[config.mk]
export PLATFORM = sky130hd
export DESIGN_NAME = if_fetch_queue
export DESIGN_NICKNAME = d
export VERILOG_FILES = /design/src/rtl/if_pkg.sv /design/src/rtl/if_fetch_queue_fifo.sv /design/src/rtl/if_fetch_queue.sv
export SDC_FILE = /design/constraint.sdc
export NUM_CORES = 1
export LEC_CHECK = 0
export ABC_AREA = 1
export BUFFER_PORTS_ARGS = -buffer_cell sky130_fd_sc_hd__buf_2
export CAP_MARGIN = 40
export CORE_UTILIZATION = 50
export CTS_BUF_LIST = sky130_fd_sc_hd__clkbuf_8
export CTS_CLUSTER_SIZE = 40
export DETAILED_ROUTE_END_ITERATION = 16
export MAX_ROUTING_LAYER = met4
export PLACE_DENSITY_LB_ADDON = 0.08
export REMOVE_ABC_BUFFERS = 1
export SLEW_MARGIN = 20
export SYNTH_ARGS = -nofsm -noshare
export SYNTH_HDL_FRONTEND = slang
export SYNTH_SLANG_ARGS = --single-unit
[constraint.sdc]
create_clock -name clk -period 14.4 [get_ports clk]
set_input_delay 2.88 -clock clk [delete_from_list [all_inputs] [get_ports clk]]
set_output_delay 2.88 -clock clk [all_outputs]
set_load 0.1 [all_outputs]
[src/rtl/if_pkg.sv]
// Shared definitions for the fetch stage: redirect select encodings,
// the queued {pc, instr} entry type and the instruction size.
package if_pkg;

    localparam logic [1:0] SEL_NPC = 2'b00;
    localparam logic [1:0] SEL_TA  = 2'b01;
    localparam logic [1:0] SEL_ALU = 2'b10;

    localparam int INSTR_BYTES = 4;
    localparam int FE_XLEN     = 32;

    typedef struct packed {
        logic [FE_XLEN-1:0] pc;
        logic [FE_XLEN-1:0] instr;
    } fetch_entry_t;

endpackage

[src/rtl/if_fetch_queue_fifo.sv]
// if_fifo: DEPTH-entry circular buffer of fetch entries with synchronous clear.
// Callers must only push when !full and only pop when !empty.
module if_fifo
    import if_pkg::*;
#(
    parameter int  DEPTH = 4,
    parameter type T     = fetch_entry_t
) (
    input  logic                   clk,
    input  logic                   rst,
    input  logic                   clear,
    input  logic                   push,
    input  logic                   pop,
    input  T                       din,
    output T                       dout,
    output logic                   full,
    output logic                   empty,
    output logic [$clog2(DEPTH):0] count
);

    localparam int AW = $clog2(DEPTH);

    T               mem [DEPTH];
    logic [AW-1:0]  wr_ptr;
    logic [AW-1:0]  rd_ptr;

    always_ff @(posedge clk or posedge rst) begin
        if (rst) begin
            wr_ptr <= '0;
            rd_ptr <= '0;
            count  <= '0;
        end else if (clear) begin
            wr_ptr <= '0;
            rd_ptr <= '0;
            count  <= '0;
        end else begin
            // Pointers are AW bits wide, so DEPTH being a power of two makes them wrap for free.
            if (push) wr_ptr <= wr_ptr + 1'b1;
            if (pop)  rd_ptr <= rd_ptr + 1'b1;
            case ({push, pop})
                2'b10:   count <= count + 1'b1;
                2'b01:   count <= count - 1'b1;
                default: count <= count;
            endcase
        end
    end

    always_ff @(posedge clk) begin
        if (push && !clear) mem[wr_ptr] <= din;
    end

    assign dout  = mem[rd_ptr];
    assign full  = (count == (AW+1)'(DEPTH));
    assign empty = (count == '0);

endmodule

[src/rtl/if_fetch_queue.sv]
// IF stage with PC/nPC, redirect mux and a fetch queue draining to ID.
// Optional perf counters are built when IF_PERF_CNT_EN is defined.
module if_fetch_queue
    import if_pkg::*;
#(
    parameter int               XLEN     = 32,
    parameter int               DEPTH    = 4,
    parameter logic [XLEN-1:0]  RESET_PC = '0,
    parameter int               IMEM_AW  = 9
) (
    input  logic                   clk,
    input  logic                   R,
    output logic [IMEM_AW-1:0]     imem_addr,
    input  logic [XLEN-1:0]        imem_rdata,
    input  logic                   redirect_valid,
    input  logic [1:0]             redirect_sel,
    input  logic [XLEN-1:0]        ta,
    input  logic [XLEN-1:0]        alu_out,
    input  logic                   flush,
    output logic                   id_valid,
    input  logic                   id_ready,
    output logic [XLEN-1:0]        id_instr,
    output logic [XLEN-1:0]        id_pc,
    output logic [$clog2(DEPTH):0] q_count
`ifdef IF_PERF_CNT_EN
    ,
    output logic [31:0]            perf_fetched,
    output logic [31:0]            perf_squashed,
    output logic [31:0]            perf_full_cycles
`endif
);

    typedef struct packed {
        logic [XLEN-1:0] pc;
        logic [XLEN-1:0] instr;
    } entry_t;

    localparam logic [XLEN-1:0] STEP = XLEN'(INSTR_BYTES);

    logic [XLEN-1:0] pc;
    logic [XLEN-1:0] npc;
    logic [XLEN-1:0] target;
    logic            take_target;
    logic            clear;
    logic            fire;
    logic            pop;
    logic            full;
    logic            empty;
    entry_t          push_entry;
    entry_t          head;
    entry_t          last_head;

    // Any redirect_valid squashes the queue; only TA/ALU selects actually move the PC.
    assign take_target = redirect_valid && (redirect_sel == SEL_TA || redirect_sel == SEL_ALU);
    assign target      = (redirect_sel == SEL_ALU) ? alu_out : ta;
    assign clear       = redirect_valid || flush;
    assign fire        = !full && !clear;

    // ID handshake: an entry transfers on a cycle where id_valid && id_ready are both high.
    assign pop         = !empty && id_ready && !clear;

    assign push_entry  = '{pc: pc, instr: imem_rdata};
    assign imem_addr   = pc[IMEM_AW-1:0];

    always_ff @(posedge clk or posedge R) begin
        if (R) begin
            pc  <= RESET_PC;
            npc <= RESET_PC + STEP;
        end else if (take_target) begin
            pc  <= target;
            npc <= target + STEP;
        end else if (fire) begin
            pc  <= npc;
            npc <= npc + STEP;
        end
    end

    if_fifo #(
        .DEPTH (DEPTH),
        .T     (entry_t)
    ) u_fifo (
        .clk   (clk),
        .rst   (R),
        .clear (clear),
        .push  (fire),
        .pop   (pop),
        .din   (push_entry),
        .dout  (head),
        .full  (full),
        .empty (empty),
        .count (q_count)
    );

    // While empty the head outputs show the last entry presented, not stale storage.
    always_ff @(posedge clk or posedge R) begin
        if (R)           last_head <= '0;
        else if (!empty) last_head <= head;
    end

    assign id_valid = !empty;
    assign id_pc    = empty ? last_head.pc    : head.pc;
    assign id_instr = empty ? last_head.instr : head.instr;

`ifdef IF_PERF_CNT_EN
    always_ff @(posedge clk or posedge R) begin
        if (R) begin
            perf_fetched     <= '0;
            perf_squashed    <= '0;
            perf_full_cycles <= '0;
        end else begin
            if (fire)  perf_fetched     <= perf_fetched + 32'd1;
            if (clear) perf_squashed    <= perf_squashed + 32'(q_count);
            if (full)  perf_full_cycles <= perf_full_cycles + 32'd1;
        end
    end
`endif

endmodule

==> results.cfg <==
[synthesis]
ys_seq_area_frac = 0.666
synth_seq_cells = 391
syn_area_mm2 = 0.0166
synth_edf_count = 256
ys_types = 48
yosys_warnings = 0
synthCells = 1605
async_flop_share = 0.345
syn_avg_cell_area_um2 = 10.4
synthFlopType = edfxtp_1

[cts]
htreeDepth = 3
clk_pin_slew_ps = 60
clk_latency_ps = 590
post_cts_buffers = 0
clock-sinks = 391
numCtsBuffers = 67
ctsLongestPathBuffers = 3
tritoncts = built
postCtsHoldBufs = 0
cts_resized = 0
cts_root_buffer = clkbuf_8

[worst_setup_path]
r2r_start = u_fifo.count[1]$_DFFE_PP0P_
path_max_fanout = 81
critPathKind = reg2out
rr_endpoint = u_fifo.mem[3][9]$_DFFE_PP_
crit_path_start_kind = flop
cp-end-kind = output pin
rrSetupSlack_ps = 11640
reg2regPathDepth = 5
cp.arrival_ps = 3400
worst_ep_required_time_ps = 11520

[global_routing]
grt_remaining_overflow = 0
grt_pass1_wl_um = 60600
grt_usage = 0.240
grt_max_degree = 82
antenna_found_initial = 0
grt_pass1_vias = 11200

[hold_path]
holdCritPathClass = reg2reg
min_path_cells = 2
hold_end = npc[30]$_DFFE_PP0P_
worstHoldStart = npc[30]$_DFFE_PP0P_

[sta]
skew_ps = 32.0
tns_ps = 0
fmaxAchievable_mhz = 159
hold_ws_ps = 484
finalMaxSlewViolations = 0
period_minus_slack_ps = 6280
tightest_slew_ps = 812
finalSetupViolations = 0
rsz0062_at_grt = false
slew_headroom = 0.459
finalHoldViolations = 0
fin_crit_sh = 0.436

[final_layout]
fillers = 2847
drive_gt1_frac = 0.195
fin_util = 0.589
fin_nets = 1894
area.growth.synth_to_final_pct = 15.6
antennaDiodeCount = 0

[die]
initial_utilization = 0.509
die_x_um = 184
io_pins = 180
dieArea_mm2 = 0.0340
die_y_um = 184
core_mm2 = 0.0326
rows = 66

[power_and_ir_drop]
power.total_uw = 3110
pwr-share-comb = 0.252
p_int_uw = 1960
clkPwrFrac = 0.296
netSwitchingFraction = 0.370
p_leak_uw = 0.00793
p_switching_uw = 1150
power_density_mw_per_mm2 = 162
power_frac_seq = 0.452
peakVddDrop_uv = 81.6

[routing]
antenna_left = 0
vias = 11700
wl_per_cell_um = 16.8
vias_per_cell = 5.12
dr.pass1.iters = 5
wirelength_um = 38300
drc_errors = 0
drt_iter0_drc = 757

[placed_design]
hpwl_um = 23300
portBuffers = 179
gp_congestion = 0.862

[job]
drv_cap = 0

[outcome]
status = finished clean
## worst max-delay path, cell delays in order, from the launching register on
cell      delay [ps]
dfrtp_4          720
clkinv_2         360
buf_4            380
buf_16           300
o21ai_0          150
a31oi_1          310
buf_2            490
## state kept, by name, indices dropped and copies added, names as in the netlist
name	count
u_fifo.mem	256
u_fifo.wr_ptr	2
u_fifo.rd_ptr	2
npc	32
last_head	64
pc	32
u_fifo.count	3
## Yosys cell counts, types with 2 or more instances
| master | instances | area share |
|---|---|---|
| nand2_1 | 268 | 0.061 |
| o21bai_1 | 2 | 0.00090 |
| a21oi_2 | 2 | 0.0011 |
| buf_4 | 10 | 0.0045 |
| o22ai_1 | 6 | 0.0023 |
| nor2_2 | 12 | 0.0045 |
| nand4_1 | 7 | 0.0026 |
| ha_1 | 6 | 0.0045 |
| buf_6 | 9 | 0.0061 |
| nor3_1 | 2 | 0.00060 |
| a22oi_1 | 2 | 0.00090 |
| nand3_2 | 6 | 0.0036 |
| o21ai_0 | 162 | 0.049 |
| a21oi_1 | 7 | 0.0021 |
| a21oi_4 | 2 | 0.0020 |
| clkinv_1 | 2 | 0.00045 |
| clkbuf_1 | 54 | 0.012 |
| nand2_2 | 16 | 0.0060 |
| buf_1 | 8 | 0.0018 |
| a31oi_1 | 67 | 0.025 |
| nand2_4 | 2 | 0.0014 |
| nand3_4 | 2 | 0.0021 |
| inv_2 | 7 | 0.0016 |
| nor2_1 | 385 | 0.087 |
| dfrtp_1 | 134 | 0.20 |
| nor2_4 | 7 | 0.0047 |
| nand3_1 | 50 | 0.015 |
| buf_2 | 7 | 0.0021 |
| edfxtp_1 | 256 | 0.46 |
| xor2_1 | 2 | 0.0011 |
| inv_1 | 86 | 0.019 |
## layout make-up
| class | count | area, µm² | area share |
|---|---|---|---|
| clock inverters | 51 | 244 | 0.0127 |
| clock buffers | 73 | 1000 | 0.0523 |
| flip-flops and latches | 391 | 11100 | 0.577 |
| well taps | 442 | 553 | 0.0288 |
| inverters | 96 | 372 | 0.0194 |
| repair buffers | 201 | 1210 | 0.0632 |
| multi-input cells | 1028 | 4740 | 0.247 |
## cells by family (layout without fill, tap and decap cells)
kind of cell             after synthesis  count (layout)  share of synthesized area
AO/OA/AOI/OAI                        256             256                     0.0863
XOR/XNOR                               3               3                    0.00158
adder cells (fa/ha/maj)                6               6                    0.00452
buffers and inverters                186             421                     0.0503
flip-flops                           391             391                      0.666
AND/OR/NAND/NOR                      763             763                      0.191
## routing by layer
metal / part of all wire / global-route usage / vias up
met1: 0.45 / 0.313 / 5556
li1: - / - / 5761
met4: 0.025 / 0.0790 / 0
met5: 0 / - / -
met2: 0.48 / 0.387 / 287
met3: 0.043 / 0.0379 / 76
## power by group through the flow
| stage | clock network, µW | logic, µW | registers (µW) |
|---|---|---|---|
| after floorplan | 0 | 579 | 1470 |
| after global placement | 0 | 775 | 1430 |
| after detailed placement | 0 | 787 | 1430 |
| after CTS | 947 | 788 | 1410 |
| after global routing | 997 | 841 | 1420 |
| final | 920 | 784 | 1410 |
## stage by stage
| step | instances | setup WS, ps | cell area [µm²] |
|---|---|---|---|
| floorplan | 1515 | 6170 | 16100 |
| global placement | 2150 | 8500 | 17700 |
| detailed placement | 2157 | 8700 | 17900 |
| CTS | 2281 | 8090 | 19200 |
| global route | 2282 | 7890 | 19200 |
| finish | 2282 | 8120 | 19200 |
## worst max-delay path by stage
| stage | startpoint | end | slack [ps] | depth (start not counted) |
|---|---|---|---|---|
| after detailed placement | redirect_sel[0] | npc[28]$_DFFE_PP0P_ | 8700 | 14 |
| after global placement | u_fifo.rd_ptr[0]$_DFFE_PP0P_ | id_pc[21] | 8500 | 5 |
| after global routing | u_fifo.rd_ptr[0]$_DFFE_PP0P_ | id_instr[22] | 7890 | 6 |
| after floorplan | u_fifo.rd_ptr[0]$_DFFE_PP0P_ | id_instr[0] | 6170 | 3 |
| after CTS | u_fifo.rd_ptr[0]$_DFFE_PP0P_ | id_pc[21] | 8090 | 6 |
| final | u_fifo.rd_ptr[0]$_DFFE_PP0P_ | id_pc[21] | 8120 | 6 |
## cell usage in the layout, fill, tap and decap left out, types with 6 or more instances in the layout
cell type    n
nand2_2     16
buf_16       7
nand4_1      7
clkbuf_8    73
buf_2      179
nor2_2      12
o22ai_1      6
nor2_1     381
nand2_1    268
inv_2        7
o21ai_0    162
a21oi_1      7
clkinv_1    15
a31oi_1     67
clkinv_2     6
nand3_2      6
nand3_1     50
nor2_4      11
dfrtp_1    132
edfxtp_1   256
buf_4       14
ha_1         6
inv_1      109
Note: power is estimated with default switching activity, not from simulation.
